`src/rtl/alarm_controller.sv`:
```
// alarm_controller: routes the shared HOURS/MINS buttons to the time or alarm counter, gates
//    timekeeping while the time is being set, and runs the alarm ring/snooze state machine.
// Latency: all outputs are registered; button routing and the FSM respond one cycle after their inputs.
// Backpressure: none. Pulses that arrive while neither set mode is active are dropped.
// Ports:
//    clk, reset                      - clock, synchronous active-high reset
//    TIME_SET, ALARM_SET, ALARM_EN   - front-panel level inputs
//    HOURS, MINS, STOP_ALARM, SNOOZE - front-panel one-cycle pulses
//    SEC_TICK                        - one-cycle pulse once per second
//    CUR_*, ALM_*                    - running time and stored alarm time
//    TIME_*_INC, ALARM_*_INC         - routed adjust pulses to the two counters
//    TIME_RUN, DISPLAY_SEL           - timekeeping enable, display source select
//    ALARM_RING, SNOOZE_CNT, STATE   - buzzer drive, snoozes used, FSM state
module alarm_controller #(
   parameter int unsigned RING_SECS   = 60,
   parameter int unsigned SNOOZE_SECS = 120,
   parameter int unsigned MAX_SNOOZE  = 3
) (
   input  logic       clk,
   input  logic       reset,
   input  logic       TIME_SET,
   input  logic       ALARM_SET,
   input  logic       HOURS,
   input  logic       MINS,
   input  logic       ALARM_EN,
   input  logic       STOP_ALARM,
   input  logic       SNOOZE,
   input  logic       SEC_TICK,
   input  logic [3:0] CUR_HOURS,
   input  logic [5:0] CUR_MINUTES,
   input  logic       CUR_AM_PM,
   input  logic [3:0] ALM_HOURS,
   input  logic [5:0] ALM_MINUTES,
   input  logic       ALM_AM_PM,
   output logic       TIME_HOURS_INC,
   output logic       TIME_MINS_INC,
   output logic       ALARM_HOURS_INC,
   output logic       ALARM_MINS_INC,
   output logic       TIME_RUN,
   output logic       DISPLAY_SEL,
   output logic       ALARM_RING,
   output logic [1:0] SNOOZE_CNT,
   output logic [1:0] STATE
);

   typedef enum logic [1:0] {
      S_IDLE     = 2'd0,
      S_ARMED    = 2'd1,
      S_RINGING  = 2'd2,
      S_SNOOZING = 2'd3
   } state_t;

   localparam logic [7:0] RING_T   = 8'(RING_SECS);
   localparam logic [7:0] SNOOZE_T = 8'(SNOOZE_SECS);
   localparam logic [1:0] MAX_SNZ  = 2'(MAX_SNOOZE);

   state_t     state_q, state_d;
   logic [7:0] timer_q, timer_d;
   logic [1:0] snz_q, snz_d;
   logic       match_q;
   logic       ring_q;
   logic       t_hours_q, t_mins_q, a_hours_q, a_mins_q;
   logic       run_q, dsel_q;

   logic setmode_t, setmode_a, match, trigger, expire, counting;

   // TIME_SET has priority over ALARM_SET when both are held.
   assign setmode_t = TIME_SET;
   assign setmode_a = ALARM_SET & ~TIME_SET;

   assign match    = ({CUR_AM_PM, CUR_HOURS, CUR_MINUTES} == {ALM_AM_PM, ALM_HOURS, ALM_MINUTES});
   // Only the rising edge of a match rings, so silencing the alarm inside the
   // matching minute never restarts it. Set modes suppress the edge entirely.
   assign trigger  = match & ~match_q & ~TIME_SET & ~ALARM_SET;
   assign expire   = SEC_TICK & (timer_q == 8'd1);
   assign counting = (state_q == S_RINGING) || (state_q == S_SNOOZING);

   always_comb begin
      state_d = state_q;
      snz_d   = snz_q;
      timer_d = timer_q;
      // Reload assignments below override this decrement, so a tick landing
      // on a reload cycle never eats into the fresh interval.
      if (counting && SEC_TICK) begin
         timer_d = timer_q - 8'd1;
      end

      if (!ALARM_EN) begin
         state_d = S_IDLE;
         timer_d = 8'd0;
         snz_d   = 2'd0;
      end else begin
         unique case (state_q)
            S_IDLE: begin
               state_d = S_ARMED;
            end
            S_ARMED: begin
               if (trigger) begin
                  state_d = S_RINGING;
                  timer_d = RING_T;
                  snz_d   = 2'd0;
               end
            end
            S_RINGING: begin
               if (TIME_SET || ALARM_SET || STOP_ALARM) begin
                  state_d = S_ARMED;
                  snz_d   = 2'd0;
               end else if (SNOOZE && (snz_q < MAX_SNZ)) begin
                  state_d = S_SNOOZING;
                  timer_d = SNOOZE_T;
                  snz_d   = snz_q + 2'd1;
               end else if (expire) begin
                  // A snooze refused at the limit falls through to here.
                  state_d = S_ARMED;
                  snz_d   = 2'd0;
               end
            end
            S_SNOOZING: begin
               if (TIME_SET || ALARM_SET || STOP_ALARM) begin
                  state_d = S_ARMED;
                  snz_d   = 2'd0;
               end else if (expire) begin
                  state_d = S_RINGING;
                  timer_d = RING_T;
               end
            end
            default: begin
               state_d = S_IDLE;
            end
         endcase
      end
   end

   always_ff @(posedge clk) begin
      if (reset) begin
         state_q   <= S_IDLE;
         timer_q   <= 8'd0;
         snz_q     <= 2'd0;
         // Both counters reset to 00:00 AM; starting "already matched" keeps
         // that coincidence from ringing.
         match_q   <= 1'b1;
         ring_q    <= 1'b0;
         t_hours_q <= 1'b0;
         t_mins_q  <= 1'b0;
         a_hours_q <= 1'b0;
         a_mins_q  <= 1'b0;
         run_q     <= 1'b1;
         dsel_q    <= 1'b0;
      end else begin
         state_q   <= state_d;
         timer_q   <= timer_d;
         snz_q     <= snz_d;
         match_q   <= match;
         ring_q    <= (state_d == S_RINGING);
         t_hours_q <= HOURS & setmode_t;
         t_mins_q  <= MINS & setmode_t;
         a_hours_q <= HOURS & setmode_a;
         a_mins_q  <= MINS & setmode_a;
         run_q     <= ~TIME_SET;
         dsel_q    <= setmode_a;
      end
   end

   assign TIME_HOURS_INC  = t_hours_q;
   assign TIME_MINS_INC   = t_mins_q;
   assign ALARM_HOURS_INC = a_hours_q;
   assign ALARM_MINS_INC  = a_mins_q;
   assign TIME_RUN        = run_q;
   assign DISPLAY_SEL     = dsel_q;
   assign ALARM_RING      = ring_q;
   assign SNOOZE_CNT      = snz_q;
   assign STATE           = state_q;

endmodule

```
`config.mk`:
```
export PLATFORM = sky130hd
export DESIGN_NAME = alarm_controller
export DESIGN_NICKNAME = d
export VERILOG_FILES = /design/src/rtl/alarm_controller.sv
export SDC_FILE = /design/constraint.sdc
export NUM_CORES = 1
export LEC_CHECK = 0
export CAP_MARGIN = 10
export CORE_ASPECT_RATIO = 1.25
export CORE_MARGIN = 1.5
export CORE_UTILIZATION = 43
export CTS_CLUSTER_SIZE = 12
export DETAILED_ROUTE_END_ITERATION = 8
export PLACE_DENSITY = 0.79
export SLEW_MARGIN = 25
export SYNTH_ARGS = -nofsm -noshare
export SYNTH_HDL_FRONTEND = slang
export SYNTH_SLANG_ARGS = --single-unit
```
`constraint.sdc`:
```
create_clock -name clk -period 2 [get_ports clk]
set_clock_uncertainty 0.1 [all_clocks]
set_input_delay 0.2 -clock clk [delete_from_list [all_inputs] [get_ports clk]]
set_output_delay 0.2 -clock clk [all_outputs]
set_load 0.005 [all_outputs]
```
==> results.py, run 1 <==
metrics = {
    "logic_synthesis": {
        "async_reset_ff_share_pct": 0,
        "synth_flop_cell": "dfxtp_1",
        "netlist_area_sq_mm": 0.001115,
        "syn-num-nets": 155,
        "ys_ff_latch": 20,
        "synth.avg_cell_area_sq_um": 9.290,
        "synth.most_common_cell": "dfxtp_1",
        "synthCells": 120,
        "synth_area_leaders": "dfxtp_1, xnor2_1, ha_1",
        "ys_seq_area_share_pct": 35.91,
        "synth_edf_count": 0,
        "netlist-cell-type-count": 42,
        "synth_top_cell_by_area": "dfxtp_1",
        "synth_top_cell_area_share_pct": 35.91,
        "synth_common_cells": "dfxtp_1, xnor2_1, nor2_1",
        "yosys_warnings": 0,
    },
    "floorplan": {
        "fp.dieH_um": 59.93,
        "initial_core_util_pct": 45.46,
        "die_w_um": 48.54,
        "io_pins": 43,
        "core_sq_mm": 0.002452,
        "rows": 20,
        "dieArea_sq_mm": 0.002909,
    },
    "place": {
        "numPortBuffers": 42,
        "place_ws_ns": -0.1614,
        "placed_area_sq_mm": 0.001673,
        "gp_congestion": 0.8202,
        "dpl.hpwl_mm": 2.438,
    },
    "critical_path": {
        "r2r_setup_slack_ns": 0.15,
        "cp_max_fo": 4,
        "crit_family": "simple AND/OR/NAND/NOR gates",
        "crit_path_max_incr_delay_ns": 0.58,
        "cp-end-kind": "register",
        "worstReg2RegStart": "STATE[0]",
        "crit_buf_inv": 1,
        "reg2reg_to": "timer_q[5]",
        "required_ns": 2.15,
        "arrival_ns": 2.03,
        "slowest_stage": "or4b_4",
        "path_cells": "clkdlybuf4s50_1 > or4b_4 > nor2_2 > or4b_4 > a31oi_1",
        "reg2reg_depth": 4,
        "cpMostUsedCell": "or4b_4",
        "start_kind": "input port",
        "worstSetupPathType": "input port to register",
    },
    "routing": {
        "drc": 0,
        "wl_per_cell_um": 14.93,
        "drtPass1Iterations": 4,
        "routed_wl_mm": 3.135,
        "via_per_inst": 5.514,
        "drtAntennaViolNets": 0,
        "drtIter0Drc": 26,
        "num_vias": 1158,
    },
    "clock_network": {
        "cts_setup_buffers": 0,
        "cts.root.buffer_cell": "clkbuf_4",
        "clk_pin_slew_ns": 0.12,
        "clk-insertion-delay-late_ns": 0.32,
        "numCtsBuffers": 3,
        "cts_hold_buffers": 0,
        "clockBufferDepth": 2,
        "cts_tree": "yes",
        "cts.sinks": 20,
        "cts_max_level": 1,
        "cts_resized": 0,
    },
    "global_routing": {
        "grt_usage_pct": 23.42,
        "grt.overflow.total": 0,
        "grt_pass1_wl_mm": 5.133,
        "grt_pass1_vias": 1181,
        "grt_max_degree": 13,
        "antenna_found_initial": 0,
    },
    "finish": {
        "seq_area_sq_um": 400.4,
        "drive_above_1_share_pct": 15.82,
        "nets": 213,
        "diodes": 0,
        "stdcell_area_sq_mm": 0.001725,
        "fillCellCount": 204,
        "multiInputGateArea_sq_um": 679.4,
        "area_delta_synth_final_pct": 54.77,
    },
    "sta": {
        "tightest_slew_ns": 0.3381,
        "slew_headroom_pct": 77.14,
        "setup_ws_ns": 0.1249,
        "maxSlewViolCount": 0,
        "setup_violations": 0,
        "post-route-min-period_ns": 1.875,
        "rsz0062_at_grt": "false",
        "hold_viol": 0,
        "fin_crit_sh_pct": 93.75,
        "timing.fmax_ghz": 0.5333,
    },
    "power_and_ir_drop": {
        "p_switching_mw": 0.1884,
        "switching_share_pct": 21.07,
        "ir_drop_mv": 0.2624,
        "seq_power_share_pct": 45.5,
        "p_leak_nw": 0.6205,
        "power_mw": 0.8944,
        "pwr-share-clk_pct": 37.7,
        "p_int_mw": 0.7060,
        "p_comb_share_pct": 16.8,
        "powerDensity_mw_per_mm2": 518.4,
    },
    "worst_hold_path": {
        "holdCritPathClass": "input port to register",
        "min_to": "ALARM_HOURS_INC",
        "hold_depth": 2,
        "min_from": "HOURS",
    },
    "run": {
        "maxCapViolCount": 0,
    },
    "outcome": {
        "status": "finished, final reports clean",
    },
}
## routing by layer
layer | wire length, um | track usage (%)
met5 | 0 | 0
met4 | 69 | 9.796
met3 | 129 | 3.250
met2 | 1693 | 47.22
met1 | 1243 | 24.46
## worst reg2reg max path, stage by stage, from the launching register on
cell and delay, ns:
dfxtp_1 0.37, or4b_4 0.51, nor2_2 0.14, or4b_4 0.50, a31oi_1 0.16
## registers in the layout, indices dropped and copies added (netlist names)
register / cells
timer_q: 8
TIME_MINS_INC: 1
ALARM_RING: 1
match_q: 1
TIME_HOURS_INC: 1
ALARM_MINS_INC: 1
TIME_RUN: 1
DISPLAY_SEL: 1
STATE: 2
SNOOZE_CNT: 2
ALARM_HOURS_INC: 1
## worst max path at each step
stage / to / start / slack, ns / cells after the start
finish: timer_q[5] / ALARM_SET / 0.12 / 5
global route: timer_q[5] / ALARM_SET / 0.08 / 5
CTS: timer_q[5] / ALARM_SET / 0.12 / 5
detailed placement: timer_q[5] / ALARM_SET / -0.16 / 5
global placement: timer_q[5] / ALARM_SET / -0.1 / 5
floorplan: timer_q[3] / STATE[0] / 0.21 / 4
## cells by family after synthesis
family,synth area share [%]
buffers and inverters,3.142
adders and majority gates,3.367
xor gates and xnor gates,14.14
and+or+nand+nor,30.86
AOI/OAI and AO/OA,12.57
DFF,35.91
## power groups by stage
| stage | registers [mW] | clock network (mW) | logic [mW] |
|---|---|---|---|
| after floorplan | 0.418 | 0 | 0.0432 |
| after global placement | 0.416 | 0 | 0.142 |
| after detailed placement | 0.416 | 0 | 0.148 |
| after CTS | 0.407 | 0.337 | 0.151 |
| after global routing | 0.408 | 0.365 | 0.159 |
| final | 0.407 | 0.337 | 0.150 |
## area by class of cell
type                            count  share of cell area (%)
Multi-Input combinational cell     91                   39.38
Clock buffer                        3                   1.305
Tap cell                           33                   2.393
Sequential cell                    20                   23.21
Clock inverter                      1                   1.740
Inverter                            5                   1.088
Timing Repair Buffer               57                   30.89
## through the flow
stage | std cells | setup TNS (ns) | util (%) | hold slack, ns
2_1_floorplan | 120 | 0 | - | 0.1619
3_3_place_gp | 206 | -0.7049 | 68.21 | 0.4202
3_5_place_dp | 206 | -1.085 | 68.21 | 0.4274
4_1_cts | 210 | 0 | 70.36 | 0.3833
5_1_grt | 210 | 0 | 70.36 | 0.3848
6_report | 210 | 0 | 70.36 | 0.3869
## cells in the final DEF, fill, tap and decap left out, types with 2 or more instances in the layout
| master | count |
|---|---|
| clkdlybuf4s50_1 | 42 |
| dfxtp_1 | 20 |
| xnor2_1 | 17 |
| buf_4 | 15 |
| nor2_1 | 6 |
| inv_1 | 5 |
| a21oi_1 | 4 |
| nor3_1 | 4 |
| nor4_1 | 4 |
| nand4_1 | 3 |
| nand3_1 | 3 |
| and3_1 | 3 |
| nor3b_1 | 3 |
| nand2_1 | 3 |
| a31oi_1 | 3 |
| ha_1 | 3 |
| clkbuf_4 | 3 |
| o31ai_1 | 2 |
| or4b_1 | 2 |
| o21ai_0 | 2 |
| or4b_4 | 2 |
| and2_1 | 2 |
| nor4b_1 | 2 |
| nand3b_1 | 2 |
| o41ai_1 | 2 |
| or4_1 | 2 |
(Power assumes the default switching activity.)
==> inputs of run 2 (changes only) <==
CORE_MARGIN = 4   (was 1.5)
GPL_TIMING_DRIVEN = 0   (was unset)
==> run 2 against run 1 <==
- clock power hardly changed
- worst hold slack worse by 0.30 ns
- final cell count fell by 5.2%
- via count shrank 3.1%
- routed wire length increased by 0.35%
- highest routed layer unchanged
- core utilization is 2.7 points lower
- critical path depth is the same
- global-route usage fell by 3.9 points
==> results.py, run 2 (synthesis results as in run 1) <==
metrics = {
    "finish": {
        "final_cells": 199,
        "layout_commonest_cell": "clkdlybuf4s50_1",
        "fillCellCount": 216,
        "largest_register_ff_count": 8,
        "finalCoreUtilization_pct": 67.70,
        "diodes": 0,
        "drive_above_1_share_pct": 9.639,
        "area_delta_synth_final_pct": 48.93,
        "final_cell_mix": "clkdlybuf4s50_1, dfxtp_1, xnor2_1, nor2_1, inv_1",
        "nets": 202,
        "regMostFlops": "timer_q",
    },
    "floorplan": {
        "fp.dieH_um": 64.93,
        "initial_core_util_pct": 45.46,
        "io_pins": 43,
        "core_sq_mm": 0.002452,
        "dieArea_sq_mm": 0.003476,
        "rows": 20,
        "die_w_um": 53.54,
    },
    "routing": {
        "drtIter0Drc": 60,
        "via_per_inst": 5.638,
        "drc": 0,
        "wl_per_cell_um": 15.81,
        "drtAntennaViolNets": 0,
        "num_vias": 1122,
        "drtPass1Iterations": 4,
        "routed_wl_mm": 3.146,
    },
    "critical_path": {
        "cp_max_fo": 4,
        "arrival_ns": 2.07,
        "cp-end-kind": "register",
        "worstSetupPathType": "input port to register",
        "reg2reg_depth": 6,
        "r2r_setup_slack_ns": 0.09,
        "required_ns": 2.15,
        "start_kind": "input port",
    },
    "sta": {
        "post-route-min-period_ns": 1.921,
        "fin_crit_sh_pct": 96.05,
        "maxSlewViolCount": 0,
        "tightest_slew_ns": 0.4836,
        "rsz0062_at_grt": "true",
        "timing.fmax_ghz": 0.5206,
        "slew_headroom_pct": 67.31,
        "setup_violations": 0,
        "hold_viol": 0,
    },
    "worst_hold_path": {
        "hold_depth": 2,
        "holdCritPathClass": "input port to register",
    },
    "place": {
        "dp.cells": 195,
        "dpl.hpwl_mm": 2.419,
        "numPortBuffers": 42,
        "gp_congestion": 0.8381,
    },
    "power_and_ir_drop": {
        "powerDensity_mw_per_mm2": 531.4,
        "ir_drop_mv": 0.3031,
        "p_leak_nw": 0.5894,
    },
    "clock_network": {
        "cts_tree": "yes",
        "cts.sinks": 20,
        "clockBufferDepth": 2,
        "clk_pin_slew_ns": 0.13,
        "cts.root.buffer_cell": "clkbuf_4",
        "cts_setup_buffers": 0,
        "cts_max_level": 1,
        "numCtsBuffers": 3,
        "clk-insertion-delay-late_ns": 0.31,
    },
    "global_routing": {
        "grt.overflow.total": 0,
        "antenna_found_initial": 0,
        "grt_max_degree": 13,
        "grt_usage_pct": 19.48,
        "grt_pass1_wl_mm": 5.050,
        "grt_pass1_vias": 1157,
    },
    "outcome": {
        "status": "finished, final reports clean",
    },
    "run": {
        "maxCapViolCount": 0,
    },
}
[run 2: cell count changes in the layout (fill, tap and decap cells not counted)]
cell             previous run  this run
dfxtp_4                     0         1
clkdlybuf4s50_1            42        41
nor4b_4                     0         1
clkbuf_4                    3         4
nor4b_2                     1         0
nor3_1                      4         3
dfxtp_1                    20        19
nor4_4                      0         1
buf_4                      15         0
nor3_2                      0         1
dlymetal6s2s_1              0         1
clkbuf_1                    0         3
nor4_2                      1         0
[run 2: path summary, 6_finish.rpt]
path,end,start
max,timer_q[3],ALARM_SET
min,TIME_RUN,TIME_SET
max reg2reg,STATE[0],timer_q[1]
min reg2reg,SNOOZE_CNT[1],SNOOZE_CNT[1]
[run 2: cell type report]
type | instances | area, sq um | area share [%]
Multi-Input combinational cell | 91 | 701.9 | 42.28
Timing Repair Buffer | 42 | 422.9 | 25.47
Sequential cell | 20 | 404.1 | 24.34
Tap cell | 33 | 41.29 | 2.487
Clock inverter | 1 | 30.03 | 1.809
Clock buffer | 3 | 22.52 | 1.356
Buffer | 4 | 18.77 | 1.130
Inverter | 5 | 18.77 | 1.130
[run 2: what timing repair did]
action | CTS | global route
hold buffers | 0 | 0
endpoints found under the setup margin | 0 | 12
gates resized for setup | 0 | 7
[run 2: layer usage]
metal	vias up	share of wire [%]	routed length, um	GRT usage [%]
met3	3	5.9	185	3.678
met1	540	39	1242	22.49
li1	541	-	-	-
met4	0	0.89	28	7.987
met2	38	54	1689	33.90
met5	-	0	0	0
[run 2: critical path, cell delays in order]
cell and delay [ns]:
clkdlybuf4s50_1 0.48, or4b_4 0.58, nor2_2 0.14, or4b_4 0.52, a31oi_1 0.15
[run 2: report_power, final]
group / total [mW] / switching [mW] / internal (mW)
Sequential: 0.409 / 0.00430 / 0.404
Combinational: 0.135 / 0.0477 / 0.0871
Clock: 0.339 / 0.136 / 0.203
Total: 0.882 / 0.188 / 0.694
[run 2: metrics by stage]
stage / hold WS [ns] / setup TNS, ns / cell area [sq um] / power (mW) / worst slack (ns)
2_1_floorplan: 0.1619 / 0 / 1115 / 0.4610 / 0.2127
3_3_place_gp: 0.4138 / -2.232 / 1577 / 0.5450 / -0.2021
3_5_place_dp: 0.4308 / -2.540 / 1577 / 0.5503 / -0.2426
4_1_cts: 0.3900 / 0 / 1629 / 0.8865 / 0.005556
5_1_grt: 0.09295 / -0.03078 / 1660 / 0.9126 / -0.01988
6_report: 0.08393 / 0 / 1660 / 0.8822 / 0.07897
==> inputs of run 3 (changes only) <==
CAP_MARGIN = 20   (was 10)
SETUP_SLACK_MARGIN = 0.05   (was unset)
==> run 3 against run 2 <==
- sequential share of layout area is 0.22 points lower
- global-route usage stayed put
- power increased by 1.0%
- worst hold slack got worse by 0.0084 ns
- die area did not move
- setup slack improved by 0.0080 ns
- register-to-register slack better by 0.05 ns
- design area grew 1.2%
- core utilization grew 0.82 points
- via count is 2.2% higher
- non-clock buffer count up 2
- routed wire length is 1.7% lower
- critical path type unchanged
- critical endpoint unchanged
- highest routed layer unchanged
==> results.py, run 3 (synthesis results as in run 1) <==
metrics = {
    "place": {
        "dpl.hpwl_mm": 2.419,
        "gp_congestion": 0.8381,
        "dp.cells": 195,
        "placed_area_sq_mm": 0.001577,
        "numPortBuffers": 42,
    },
    "critical_path": {
        "crit_path_max_incr_delay_ns": 0.58,
        "cp_max_fo": 4,
        "cp-end-kind": "register",
        "required_ns": 2.15,
        "arrival_ns": 2.07,
        "worstSetupPathType": "input port to register",
        "slowest_stage": "or4b_4",
        "start_kind": "input port",
        "path_cells": "clkdlybuf4s50_1 > or4b_4 > nor2_2 > or4b_4 > a31oi_1",
        "cpMostUsedCell": "or4b_4",
    },
    "floorplan": {
        "core_sq_mm": 0.002452,
        "initial_core_util_pct": 45.46,
        "dieArea_sq_mm": 0.003476,
        "die_w_um": 53.54,
        "fp.dieH_um": 64.93,
        "rows": 20,
        "io_pins": 43,
    },
    "global_routing": {
        "antenna_found_initial": 0,
        "grt_pass1_wl_mm": 5.050,
        "grt.overflow.total": 0,
        "grt_pass1_vias": 1157,
        "grt_max_degree": 13,
        "grt_usage_pct": 19.48,
    },
    "routing": {
        "drtIter0Drc": 37,
        "via_per_inst": 5.706,
        "num_vias": 1147,
        "routed_wl_mm": 3.093,
        "wl_per_cell_um": 15.39,
        "drtPass1Iterations": 4,
        "drc": 0,
        "drtAntennaViolNets": 0,
    },
    "clock_network": {
        "cts_tree": "yes",
        "cts_max_level": 1,
        "clk_pin_slew_ns": 0.13,
        "numCtsBuffers": 3,
        "cts.root.buffer_cell": "clkbuf_4",
        "clk-insertion-delay-late_ns": 0.32,
        "clockBufferDepth": 2,
        "cts.sinks": 20,
    },
    "power_and_ir_drop": {
        "p_leak_nw": 0.6033,
        "ir_drop_mv": 0.3050,
        "powerDensity_mw_per_mm2": 530.4,
    },
    "sta": {
        "finalSetupTns_ns": 0,
        "maxSlewViolCount": 0,
        "hold_viol": 0,
        "slew_headroom_pct": 62.33,
        "tightest_slew_ns": 0.5573,
        "rsz0062_at_grt": "true",
        "post-route-min-period_ns": 1.913,
        "timing.fmax_ghz": 0.5227,
        "setup_violations": 0,
        "whs_ns": 0.07549,
        "fin_crit_sh_pct": 95.65,
    },
    "run": {
        "maxCapViolCount": 0,
    },
    "finish": {
        "drive_above_1_share_pct": 12.50,
        "largest_register_ff_count": 8,
        "seq_area_sq_um": 405.4,
        "layout_commonest_cell": "clkdlybuf4s50_1",
        "final_cells": 201,
        "final_cell_mix": "clkdlybuf4s50_1, dfxtp_1, xnor2_1, inv_1, nor2_1",
        "finalCoreUtilization_pct": 68.52,
        "diodes": 0,
        "area_delta_synth_final_pct": 50.73,
        "multiInputGateArea_sq_um": 704.4,
        "fillCellCount": 211,
        "nets": 204,
        "regMostFlops": "timer_q",
        "stdcell_area_sq_mm": 0.001680,
    },
    "worst_hold_path": {
        "holdCritPathClass": "input port to register",
    },
    "outcome": {
        "status": "finished, final reports clean",
    },
}
==> run 3: worst max-delay path: cells and delay by family <==
kind | cells | cell delay [ns]
simple gates | 3 | 1.24
buf+inv | 1 | 0.47
compound gates | 1 | 0.15
==> run 3: power by group <==
group / total, mW / internal (mW) / leakage, nW / switching, mW
registers: 0.408 / 0.404 / 0.164 / 0.00327
clock network: 0.345 / 0.203 / 0.0279 / 0.142
logic: 0.139 / 0.0896 / 0.412 / 0.0492
==> run 3: cell type report <==
cell class | instances | share of cell area, %
well taps | 33 | 2.457
multi-input cells | 91 | 41.92
clock buffers | 3 | 1.340
inverters | 5 | 1.117
plain buffers | 4 | 1.191
flip-flops and latches | 20 | 24.13
clock inverters | 1 | 1.787
repair buffers | 44 | 26.06
==> run 3: what timing repair did <==
| item | in CTS | in global routing |
|---|---|---|
| pin swaps | 0 | 1 |
| hold buffers | 0 | 0 |
| setup endpoints to repair | 9 | 10 |
| buffers inserted | 0 | 2 |
| gates resized for setup | 1 | 12 |
==> run 3: layer usage <==
metal	global-route usage [%]	wire (um)	vias to the layer above	share of wire [%]
met4	7.987	40	0	1.3
met1	22.49	1241	547	40
met2	33.90	1635	49	53
met5	0	0	-	0
li1	-	-	546	-
met3	3.678	176	5	5.7
==> run 3: final timing paths <==
check                      from            end  slack [ns]  cells after the start
setup / recovery      ALARM_SET     timer_q[3]        0.09                      5
hold / removal         TIME_SET       TIME_RUN        0.08                      2
setup reg to reg       STATE[0]     timer_q[3]        0.14                      4
hold reg to reg   SNOOZE_CNT[0]  SNOOZE_CNT[0]        0.45                      1
==> run 3: metrics by stage <==
stage	setup WS (ns)	power, mW
CTS	0.07322	0.8867
detailed placement	-0.2426	0.5503
global route	0.01645	0.9192
global placement	-0.2021	0.5450
finish	0.08700	0.8912
floorplan	0.2127	0.4610
